**src/rtl/seg7_scan.sv**
```systemverilog
// seg7_scan: scan sequencer feeding the seg7 decoder.
// Holds one 3-bit pattern index per digit and time-multiplexes them onto
// data1_o (pattern index) and data2_o (digit select, 1..NUM_DIG, 0 = blank).
// A blanking interval after each digit suppresses ghosting. Host writes land
// in a shadow buffer and are copied to the active buffer only at a frame
// boundary (or while idle), so a displayed frame never tears.
//
// Handshake note: there is no valid/ready pairing here. wr_en_i is a
// single-cycle strobe accepted unconditionally on the rising edge when
// wr_addr_i is in 1..NUM_DIG; commit_i is a single-cycle request whose
// acceptance is visible as commit_pend_o until the copy happens.
//
// All outputs are registered; state_o exposes the FSM state for checkers.

module seg7_scan #(
  parameter int DWELL     = 1000, // cycles each digit is driven (>= 1)
  parameter int BLANK_CYC = 16,   // blank cycles after each digit (0 = none)
  parameter int NUM_DIG   = 6     // digits scanned, 1..6
) (
  input  logic       clk_i,
  input  logic       rst_i,
  input  logic       en_i,
  input  logic       wr_en_i,
  input  logic [2:0] wr_addr_i,
  input  logic [2:0] wr_data_i,
  input  logic       commit_i,
  output logic [2:0] data1_o,
  output logic [2:0] data2_o,
  output logic       commit_pend_o,
  output logic       frame_done_o,
  output logic [1:0] state_o
);

  // Counter must hold the larger of the two interval lengths minus one.
  localparam int CNT_MAX = (DWELL > BLANK_CYC) ? DWELL : BLANK_CYC;
  localparam int CNT_W   = $clog2(CNT_MAX) + 1;

  localparam logic [CNT_W-1:0] DWELL_LAST = CNT_W'(DWELL - 1);
  // When there is no blank state this value is never compared against.
  localparam logic [CNT_W-1:0] BLANK_LAST =
    (BLANK_CYC > 0) ? CNT_W'(BLANK_CYC - 1) : '0;
  localparam logic [2:0]       DIG_LAST   = 3'(NUM_DIG);
  localparam int               BUF_W      = 3 * NUM_DIG;

  typedef enum logic [1:0] {
    IDLE  = 2'd0,
    SHOW  = 2'd1,
    BLANK = 2'd2
  } state_t;

  state_t             state_q, state_d;
  logic [CNT_W-1:0]   cnt_q,   cnt_d;
  logic [2:0]         dig_q,   dig_d;
  logic [2:0]         data1_q, data1_d;
  logic [2:0]         data2_q, data2_d;
  logic               pend_q,  pend_d;
  logic               fd_q,    fd_d;
  logic [BUF_W-1:0]   shadow_q, shadow_d;
  logic [BUF_W-1:0]   active_q, active_d;

  // Combinational control shared between the FSM and buffer logic.
  logic               load;     // a new digit is being entered at this edge
  logic               wrap;     // dig goes NUM_DIG -> 1 at this edge
  logic               copy;     // shadow -> active at this edge
  logic [2:0]         nxt_dig;

  // Selects the 3-bit entry for digit number d (1-based) from a buffer.
  function automatic logic [2:0] pick(input logic [BUF_W-1:0] bank,
                                      input logic [2:0]       d);
    logic [2:0] r;
    r = '0;
    for (int i = 0; i < NUM_DIG; i++) begin
      if (d == 3'(i + 1)) r = bank[i*3 +: 3];
    end
    return r;
  endfunction

  // Scan FSM: next state, counters and the registered display values.
  always_comb begin
    state_d = state_q;
    cnt_d   = cnt_q;
    dig_d   = dig_q;
    data1_d = data1_q;
    data2_d = data2_q;
    load    = 1'b0;
    wrap    = 1'b0;
    copy    = 1'b0;
    fd_d    = 1'b0;
    nxt_dig = (dig_q == DIG_LAST) ? 3'd1 : (dig_q + 3'd1);

    case (state_q)
      IDLE: begin
        data1_d = '0;
        data2_d = '0;
        cnt_d   = '0;
        if (en_i) begin
          // Re-enable always restarts the scan from digit 1.
          state_d = SHOW;
          dig_d   = 3'd1;
          load    = 1'b1;
        end
      end

      SHOW: begin
        if (!en_i) begin
          state_d = IDLE;
          cnt_d   = '0;
          data1_d = '0;
          data2_d = '0;
        end else if (cnt_q == DWELL_LAST) begin
          cnt_d = '0;
          if (BLANK_CYC > 0) begin
            state_d = BLANK;
            data1_d = '0;
            data2_d = '0;
          end else begin
            // No blank state: step straight to the next digit.
            dig_d = nxt_dig;
            wrap  = (dig_q == DIG_LAST);
            load  = 1'b1;
          end
        end else begin
          cnt_d = cnt_q + 1'b1;
        end
      end

      BLANK: begin
        if (!en_i) begin
          state_d = IDLE;
          cnt_d   = '0;
          data1_d = '0;
          data2_d = '0;
        end else if (cnt_q == BLANK_LAST) begin
          state_d = SHOW;
          cnt_d   = '0;
          dig_d   = nxt_dig;
          wrap    = (dig_q == DIG_LAST);
          load    = 1'b1;
        end else begin
          cnt_d = cnt_q + 1'b1;
        end
      end

      default: begin
        state_d = IDLE;
        cnt_d   = '0;
        data1_d = '0;
        data2_d = '0;
      end
    endcase

    // Copy happens at a frame boundary, or at any edge while idle.
    copy = (pend_q | commit_i) & ((state_q == IDLE) | wrap);

    // The digit entered at a boundary is shown from the freshly copied data.
    if (load) begin
      data2_d = dig_d;
      data1_d = pick(copy ? shadow_q : active_q, dig_d);
    end

    // Flag the cycle that will be the last one of the frame.
    if (BLANK_CYC > 0) begin
      fd_d = (state_d == BLANK) && (cnt_d == BLANK_LAST) && (dig_d == DIG_LAST);
    end else begin
      fd_d = (state_d == SHOW) && (cnt_d == DWELL_LAST) && (dig_d == DIG_LAST);
    end
  end

  // Buffers and commit tracking: writes go to shadow only; the copy uses
  // the pre-edge shadow so a simultaneous write needs a later commit.
  always_comb begin
    shadow_d = shadow_q;
    active_d = active_q;
    pend_d   = pend_q;

    if (copy) begin
      active_d = shadow_q;
      pend_d   = 1'b0;
    end else if (commit_i) begin
      pend_d   = 1'b1;
    end

    if (wr_en_i) begin
      for (int i = 0; i < NUM_DIG; i++) begin
        if (wr_addr_i == 3'(i + 1)) shadow_d[i*3 +: 3] = wr_data_i;
      end
    end
  end

  // State and data registers with synchronous reset.
  always_ff @(posedge clk_i) begin
    if (rst_i) begin
      state_q  <= IDLE;
      cnt_q    <= '0;
      dig_q    <= '0;
      data1_q  <= '0;
      data2_q  <= '0;
      pend_q   <= 1'b0;
      fd_q     <= 1'b0;
      shadow_q <= '0;
      active_q <= '0;
    end else begin
      state_q  <= state_d;
      cnt_q    <= cnt_d;
      dig_q    <= dig_d;
      data1_q  <= data1_d;
      data2_q  <= data2_d;
      pend_q   <= pend_d;
      fd_q     <= fd_d;
      shadow_q <= shadow_d;
      active_q <= active_d;
    end
  end

  assign data1_o       = data1_q;
  assign data2_o       = data2_q;
  assign commit_pend_o = pend_q;
  assign frame_done_o  = fd_q;
  assign state_o       = state_q;

endmodule
```
**config.mk**
```make
export PLATFORM = sky130hd
export DESIGN_NAME = seg7_scan
export DESIGN_NICKNAME = d
export VERILOG_FILES = /design/src/rtl/seg7_scan.sv
export SDC_FILE = /design/constraint.sdc
export NUM_CORES = 1
export LEC_CHECK = 0
export CAP_MARGIN = 40
export CELL_PAD_IN_SITES_DETAIL_PLACEMENT = 0
export CELL_PAD_IN_SITES_GLOBAL_PLACEMENT = 2
export CORE_ASPECT_RATIO = 0.5
export CORE_MARGIN = 1
export CORE_UTILIZATION = 24
export DETAILED_ROUTE_END_ITERATION = 8
export PLACE_DENSITY = 0.59
export SLEW_MARGIN = 15
export SYNTH_ARGS = -nofsm -noshare
export SYNTH_HDL_FRONTEND = slang
export SYNTH_SLANG_ARGS = --single-unit
```
**constraint.sdc**
```tcl
create_clock -name clk_i -period 2.7 [get_ports clk_i]
set_input_delay 0.27 -clock clk_i [delete_from_list [all_inputs] [get_ports clk_i]]
set_output_delay 0.27 -clock clk_i [all_outputs]
set_load 0.005 [all_outputs]
```
## Yosys cells after proc, flatten, opt, wreduce, memory -nomap -nowiden

Cells that the tools add are included.

- Register bits: 60
- Bits of input ports: 11
- Output and inout bits: 10
- Word-level logic and storage cells: 87

- Add/subtract/negate cells: 2
- Eq/ne operators: 21
- Multiplexer cells: 36
- Bitwise logic cells: 3
- Reductions and logical operators: 11

Operators with widths:

| kind | number |
|---|---|
| 3-bit 2-to-1 mux | 15 |
| 11-bit 2-to-1 mux | 4 |
| 11-bit by 4-bit == test with 1-bit output, second input constant | 2 |
| 11-bit one-hot mux with 2 select lines | 1 |
| 3-bit == test, second input constant | 7 |
| 18-bit 2-to-1 mux | 1 |
| 2-bit AND reduction | 7 |
| 3-bit by 2-bit == test with 1-bit output, second input constant | 4 |
| 3-bit one-hot mux with 2 select lines | 2 |
| 11-bit by 1-bit adder with 11-bit output, second input constant | 1 |
| 11-bit by 10-bit == test with 1-bit output, second input constant | 1 |
| 2-bit 2-to-1 mux | 5 |
| 3-bit by 1-bit == test with 1-bit output, second input constant | 2 |
| 1-bit 2-to-1 mux | 6 |
| 2-bit one-hot mux with 3 select lines | 1 |
| 2-bit == test, second input constant | 2 |
| 4-bit != test, second input constant | 1 |
| 3-bit by 1-bit adder with 3-bit output, second input constant | 1 |
| 3-bit != test, second input constant | 1 |
| 2-bit by 1-bit == test with 1-bit output, second input constant | 1 |
| 1-bit logical AND | 2 |
| 2-bit zero test | 1 |
| 1-bit OR | 2 |
| 1-bit one-hot mux with 2 select lines | 1 |
| other kinds (2) | 2 |

## Logic depth before layout (Yosys ltp)

Gate-level depths: netlist of the first run.

- Word-level depth: 14
- Gate-level depth with buffers: 11
- Mapped depth without buffers: 9

## Worst setup path before layout of the first run

OpenSTA, ideal clock, no wires.

- Path kind: register to register
- Start point: register cnt_q[4]
- End point: register data1_q[2] (netlist: data1_o[2])
- Setup time: 117 ps
- Arrival: 2,628 ps
- Required time: 2,583 ps
- Setup slack: -46 ps
- Stages on the path, launching flop included: 11
- Path buffers: 3
- Clock period less this slack: 2,746 ps
- Cell sequence: dfxtp_1 > buf_6 > or4_4 > or4_4 > a21o_1 > buf_6 > buf_12 > mux2i_4 > nor2_1 > a211o_1 > a32o_1

- Word-level cells in the longest chain between the ends: 14
- Elaborated cells on any way between the ends: 30
- Classes of those cells: 10 x eq/ne; 17 x mux; 2 x bitwise; 1 x reduce/logical

Ends and longest elaborated chain:

| item | RTL line | RTL |
|---|---|---|
| from (decl) | 52 | `logic [CNT_W-1:0] cnt_q, cnt_d;` |
| from (signal assigned) | 204 | `cnt_q <= cnt_d;` |
| 11-bit by 4-bit == test with 1-bit output | 133 | `end else if (cnt_q == BLANK_LAST) begin` |
| 1-bit 2-to-1 mux | 133 |  |
| 1-bit 2-to-1 mux | 128 | `if (!en_i) begin` |
| 1-bit 2-to-1 mux | n/a |  |
| 1-bit OR | 153 | `copy = (pend_q \| commit_i) & ((state_q == IDLE) \| wrap);` |
| 1-bit AND | 153 |  |
| 18-bit 2-to-1 mux | n/a |  |
| 3-bit 2-to-1 mux (6 in series) | 73 | `if (d == 3'(i + 1)) r = bank[i*3 +: 3];` |
| 3-bit 2-to-1 mux | 156 | `if (load) begin` |
| to (signal assigned) | 206 | `data1_q <= data1_d;` |
| to (decl) | 54 | `logic [2:0] data1_q, data1_d;` |

Parallel ways exist; a longest one is shown, timed or not.
A chain may end at the register's enable or synchronous reset.

## Worst setup path in the final report of the first run

- Start point: register cnt_q[10]
- End point: register data1_q[0] (netlist: data1_o[0])

Same word-level chain as after synthesis.

==> results of run 1 <==
==> worst paths after layout <==
check | startpoint | to | slack [ns] | cells after the start
setup reg to reg | cnt_q[10]$_SDFF_PP0_ | data1_o[0]$_SDFFE_PP0P_ | 0.002 | 8
hold / removal | cnt_q[0]$_SDFF_PP0_ | cnt_q[0]$_SDFF_PP0_ | 0.46 | 1
setup / recovery | cnt_q[10]$_SDFF_PP0_ | data1_o[0]$_SDFFE_PP0P_ | 0.002 | 8
hold reg to reg | cnt_q[0]$_SDFF_PP0_ | cnt_q[0]$_SDFF_PP0_ | 0.46 | 1
==> synth_stat cells, drive strengths merged, types with 3 or more instances <==
master  number
nand4b       7
or3          3
inv          6
nor2b        3
clkbuf      14
nand3        7
xor2         4
buf          4
xnor2        6
a31oi        3
a21oi        8
o21ai        8
nor4         5
nand2       13
and3         4
dfxtp       60
nor3         4
nor2        59
mux2         4
ha           5
mux2i       40
==> what timing repair did <==
item / CTS / global route
pin swaps: 0 / 4
setup buffers: 3 / 1
setup endpoints to repair: 3 / 3
resized for setup: 5 / 10
hold endpoints to repair: 0 / 0
==> per-layer routing <==
layer | up-vias | track usage, % | share of wire, %
li1 | 1150 | - | -
met1 | 1041 | 17.2 | 51
met2 | 26 | 19.2 | 44
met3 | 9 | 3.80 | 3.5
met4 | 0 | 5.00 | 1.4
met5 | - | 0 | 0
==> critical path, cell delays in order (launching register included) <==
cell	delay [ns]
dfxtp_2	0.31
or4_4	0.53
or4_4	0.54
a21o_1	0.23
buf_12	0.17
mux2i_1	0.14
mux2_2	0.26
o221a_2	0.25
o31ai_1	0.18
==> kinds of logic after synthesis <==
kind of cell    count (synthesis)  share of synthesized area [%]
simple gates                  120                           21.9
flops                          60                           43.4
mux                            44                           16.5
compound gates                 34                           8.31
buf+inv                        24                           4.43
xor+xnor                       10                           3.16
fa+ha+maj                       5                           2.26
==> sequential cells by signal, indices dropped and copies added, names as in the netlist <==
name and count:
data2_o 3, state_o 2, commit_pend_o 1, cnt_q 11
frame_done_o 1, active_q 18, shadow_q 18, data1_o 3
dig_q 3
==> stage by stage <==
stage	instance area [um^2]	std cells	hold WS [ns]	util (%)	power, W
5_1_grt	3740	497	0.486	33.6	0.00236
3_5_place_dp	3320	478	0.449	29.9	0.00110
2_1_floorplan	2770	297	0.414	-	0.00103
3_3_place_gp	3320	478	0.440	29.9	0.00110
6_report	3740	497	0.455	33.6	0.00226
4_1_cts	3670	496	0.462	33.0	0.00229
==> final cells by class <==
| type | count | area (um^2) |
|---|---|---|
| multi-input combinational | 213 | 1510 |
| timing repair buffer | 58 | 514 |
| fill | 1135 | 7380 |
| inverter | 6 | 22.5 |
| tap | 145 | 181 |
| clock buffer | 11 | 253 |
| sequential | 60 | 1200 |
| clock inverter | 4 | 48.8 |
==> power by group through the flow <==
stage | sequential [W] | clock [W] | combinational [W]
detailed placement | 0.000925 | 0 | 0.000171
CTS | 0.000906 | 0.00120 | 0.000184
floorplan | 0.000923 | 0 | 0.000104
global placement | 0.000925 | 0 | 0.000170
global route | 0.000908 | 0.00124 | 0.000207
finish | 0.000907 | 0.00116 | 0.000192
==> layout by cell type (no fill, tap or decap), drive strengths merged, types with 3 or more instances in the layout <==
cell / n
a21oi: 8
a31oi: 3
and3: 4
buf: 38
clkbuf: 11
clkdlybuf4s50: 20
clkinv: 3
dfxtp: 60
ha: 5
inv: 6
mux2: 4
mux2i: 40
nand2: 13
nand3: 7
nand4b: 7
nor2: 59
nor2b: 3
nor3: 4
nor4: 5
o21ai: 8
or3: 3
xnor2: 6
xor2: 4
==> results_dict.tcl, run 1 <==
set metrics [dict create \
    layout.nets 364 \
    max_freq_mhz 371 \
    power_frac_seq_pct 40.2 \
    finalHoldViolCount 0 \
    fin_skew_ns 0.00613 \
    port_buffers 20 \
    leakagePower_nw 1.50 \
    grt_max_degree 40 \
    synthCells 297 \
    ys_seq_elements 60 \
    root_buffer "clkbuf_16" \
    rsz0062_at_grt "yes" \
    vias 2226 \
    synth_nets 313 \
    path_class "reg2reg" \
    slew_viol_final 0 \
    crit_arrival_ns 2.94 \
    grt_pass1_wl_um 11800 \
    worst_slew_pin_slew_ns 0.587 \
    intPower_w 0.00175 \
    ys_seq_area_share_pct 43.4 \
    core_mm2 0.0111 \
    synth_edf_count 0 \
    comb_power_share_pct 8.5 \
    setup_viol 0 \
    grtUsageTotal_pct 12.8 \
    clk_path_buf_depth 2 \
    synth_top_area_cell "dfxtp_1" \
    cap_violations 0 \
    setup_tns_ns 0 \
    drc 0 \
    required_ns 2.94 \
    p_switching_w 0.000505 \
    antenna_cells 0 \
    initial_core_util_pct 24.9 \
    hold_buffers 0 \
    dieArea_mm2 0.0120 \
    worstHoldPathType "reg2reg" \
    swShare_pct 22.4 \
    syn-cell-area_mm2 0.00277 \
    synth.avg_cell_area_um2 9.32 \
    synth_ff_type "dfxtp_1" \
    final_antenna_net_count 0 \
    pin_count 21 \
    cts_tree "built" \
    timing.final.crit_share_pct 99.9 \
    wire_per_inst_um 14.1 \
    synthTopCellsByArea "dfxtp_1 (43%), mux2i_1 (14%), nor2_1 (8.0%), ha_1 (2.3%), nand4b_1 (2.2%)" \
    crit_path_start_kind "flip-flop" \
    die_w_um 154 \
    finalWirelength_um 7020 \
    worstPathMaxFanout 13 \
    synth_top_area_share_pct 43.4 \
    area_growth_pct 34.9 \
    synth-async-reset-ratio_pct 0 \
    drive_above_1_share_pct 21.3 \
    period_needed_ns 2.70 \
    clk_pin_slew_ns 0.05 \
    ys_types 46 \
    power.density_mw_per_mm2 604 \
    die_h_um 78.0 \
    dp_slack_ns -0.0840 \
    overflow 0 \
    fp-row-count 27 \
    via_per_inst 4.48 \
    yosys_warnings 0 \
    insertion_delay_ns 0.32 \
    setup_slack_ns 0.00229 \
    first_global_vias 2216 \
    drt-pass1-iter-count 4 \
    ir_worst_vdd_mv 0.228 \
    hpwlAfterDp_um 5160 \
    cts_buffers 9 \
    clock_sinks 60 \
    cts-htree-levels 3 \
    gp_congestion 0.781 \
    slew_headroom_pct 60.6 \
    clock_power_share_pct 51.3 \
    cp-end-kind "flip-flop" \
    status "finished, final reports clean" \
    antenna_found_initial 0 \
    drt_iter0_markers 118 \
]
(Power assumes the default switching activity.)
==> inputs of run 2 (changes only) <==
Settings changed: CORE_UTILIZATION 24 to 33, PLACE_DENSITY 0.59 to 0.76.
==> results_dict.tcl, run 2 (synthesis gave the netlist of run 1 again) <==
set metrics [dict create \
    core_mm2 0.00806 \
    worstHoldPathType "reg2reg" \
    pin_count 21 \
    drive_above_1_share_pct 23.3 \
    crit_arrival_ns 2.93 \
    setup_viol 2 \
    hpwlAfterDp_um 4680 \
    rsz0062_at_grt "yes" \
    status "finished, violations left" \
    fin_skew_ns 0.00567 \
    leakagePower_nw 1.52 \
    cts_buffers 9 \
    setup_slack_ns -0.00461 \
    clk_pin_slew_ns 0.05 \
    finalHoldViolCount 0 \
    wl_met1_um 3220 \
    required_ns 2.92 \
    dp_slack_ns -0.0663 \
    power.density_mw_per_mm2 579 \
    vias 2302 \
    drc 0 \
    fp-row-count 23 \
    dieArea_mm2 0.00878 \
    insertion_delay_ns 0.33 \
    cap_violations 0 \
    overflow 0 \
    dpl_cell_area_mm2 0.00328 \
    wl_met3_um 286 \
    grt_pass1_wl_um 10600 \
    met2WireLength_um 2950 \
    top_layer "met4" \
    die_h_um 66.8 \
    grtUsageTotal_pct 16.0 \
    failed_checks "negative setup slack" \
    root_buffer "clkbuf_16" \
    worst_slew_pin_slew_ns 0.589 \
    path_class "reg2reg" \
    area_growth_pct 34.5 \
    top_regs "active_q (18), shadow_q (18), cnt_q (11)" \
    clock_sinks 60 \
    via_per_inst 4.88 \
    timing.final.crit_share_pct 100 \
    cts-htree-levels 3 \
    first_global_vias 2160 \
    die_w_um 132 \
    worstPathMaxFanout 7 \
    clk_path_buf_depth 2 \
    dp_cells 446 \
    cp-end-kind "flip-flop" \
    slew_headroom_pct 60.4 \
    layout.nets 372 \
    period_needed_ns 2.70 \
    drt-pass1-iter-count 4 \
    initial_core_util_pct 34.4 \
    finalWirelength_um 6580 \
    slew_viol_final 0 \
    final_antenna_net_count 0 \
    cts_tree "built" \
    crit_path_start_kind "flip-flop" \
    mostFrequentLayoutCells "nor2_1 (58), dfxtp_1 (58), buf_4 (43)" \
    ir_worst_vdd_mv 0.296 \
    drt_iter0_markers 102 \
    wire_per_inst_um 13.9 \
    antenna_cells 0 \
    grt_max_degree 40 \
    finalNonFillerCells 472 \
    design_area_mm2 0.00372 \
    gp_congestion 0.773 \
    max_freq_mhz 370 \
    port_buffers 20 \
    antenna_found_initial 0 \
]
## run 2: cell type report
class	instances	area [um^2]
Fill cell	769	4330
Multi-Input combinational cell	213	1500
Sequential cell	60	1200
Timing Repair Buffer	66	579
Clock buffer	11	253
Tap cell	112	140
Clock inverter	4	25.0
Inverter	6	22.5
## run 2: worst paths after layout
path,to,slack [ns],startpoint,depth (start not counted)
setup reg to reg,data1_o[2]$_SDFFE_PP0P_,-0.005,cnt_q[5]$_SDFF_PP0_,8
setup / recovery,data1_o[2]$_SDFFE_PP0P_,-0.005,cnt_q[5]$_SDFF_PP0_,8
hold reg to reg,cnt_q[0]$_SDFF_PP0_,0.45,cnt_q[0]$_SDFF_PP0_,1
hold / removal,cnt_q[0]$_SDFF_PP0_,0.45,cnt_q[0]$_SDFF_PP0_,1
## run 2: per-layer routing
metal	GRT usage, %	vias up
li1	-	1165
met1	20.1	1089
met2	25.4	37
met3	5.71	11
met4	5.67	0
met5	0	-
## run 2: timing repair
item | 4_1_cts | 5_1_grt
buffers inserted | 7 | 3
hold endpoints to repair | 0 | 0
gates cloned | 0 | 1
gates resized for setup | 2 | 13
pin swaps | 2 | 2
hold buffers | 0 | 0
setup endpoints to repair | 1 | 3
## run 2: worst max-delay path, cell delays in order, from the launching register on
cell,delay (ns)
dfxtp_2,0.31
or4b_1,0.51
or4_4,0.55
a21o_4,0.26
buf_12,0.15
mux2i_2,0.18
mux2i_1,0.10
a211o_1,0.30
a32o_1,0.24
## run 2: power breakdown
group	total (W)	internal, W	switching (W)
logic	0.000193	0.000101	0.0000917
registers	0.000907	0.000900	0.00000775
clock network	0.00106	0.000661	0.000396
total	0.00216	0.00166	0.000495
## run 2: per-stage QoR
step	setup TNS (ns)	total power (W)	hold WS [ns]	util, %
floorplan	0	0.00103	0.414	-
global placement	0	0.00109	0.438	40.8
detailed placement	-0.0663	0.00109	0.446	40.8
CTS	0	0.00216	0.458	45.0
global route	-0.303	0.00224	0.491	46.2
finish	-0.00626	0.00216	0.454	46.2
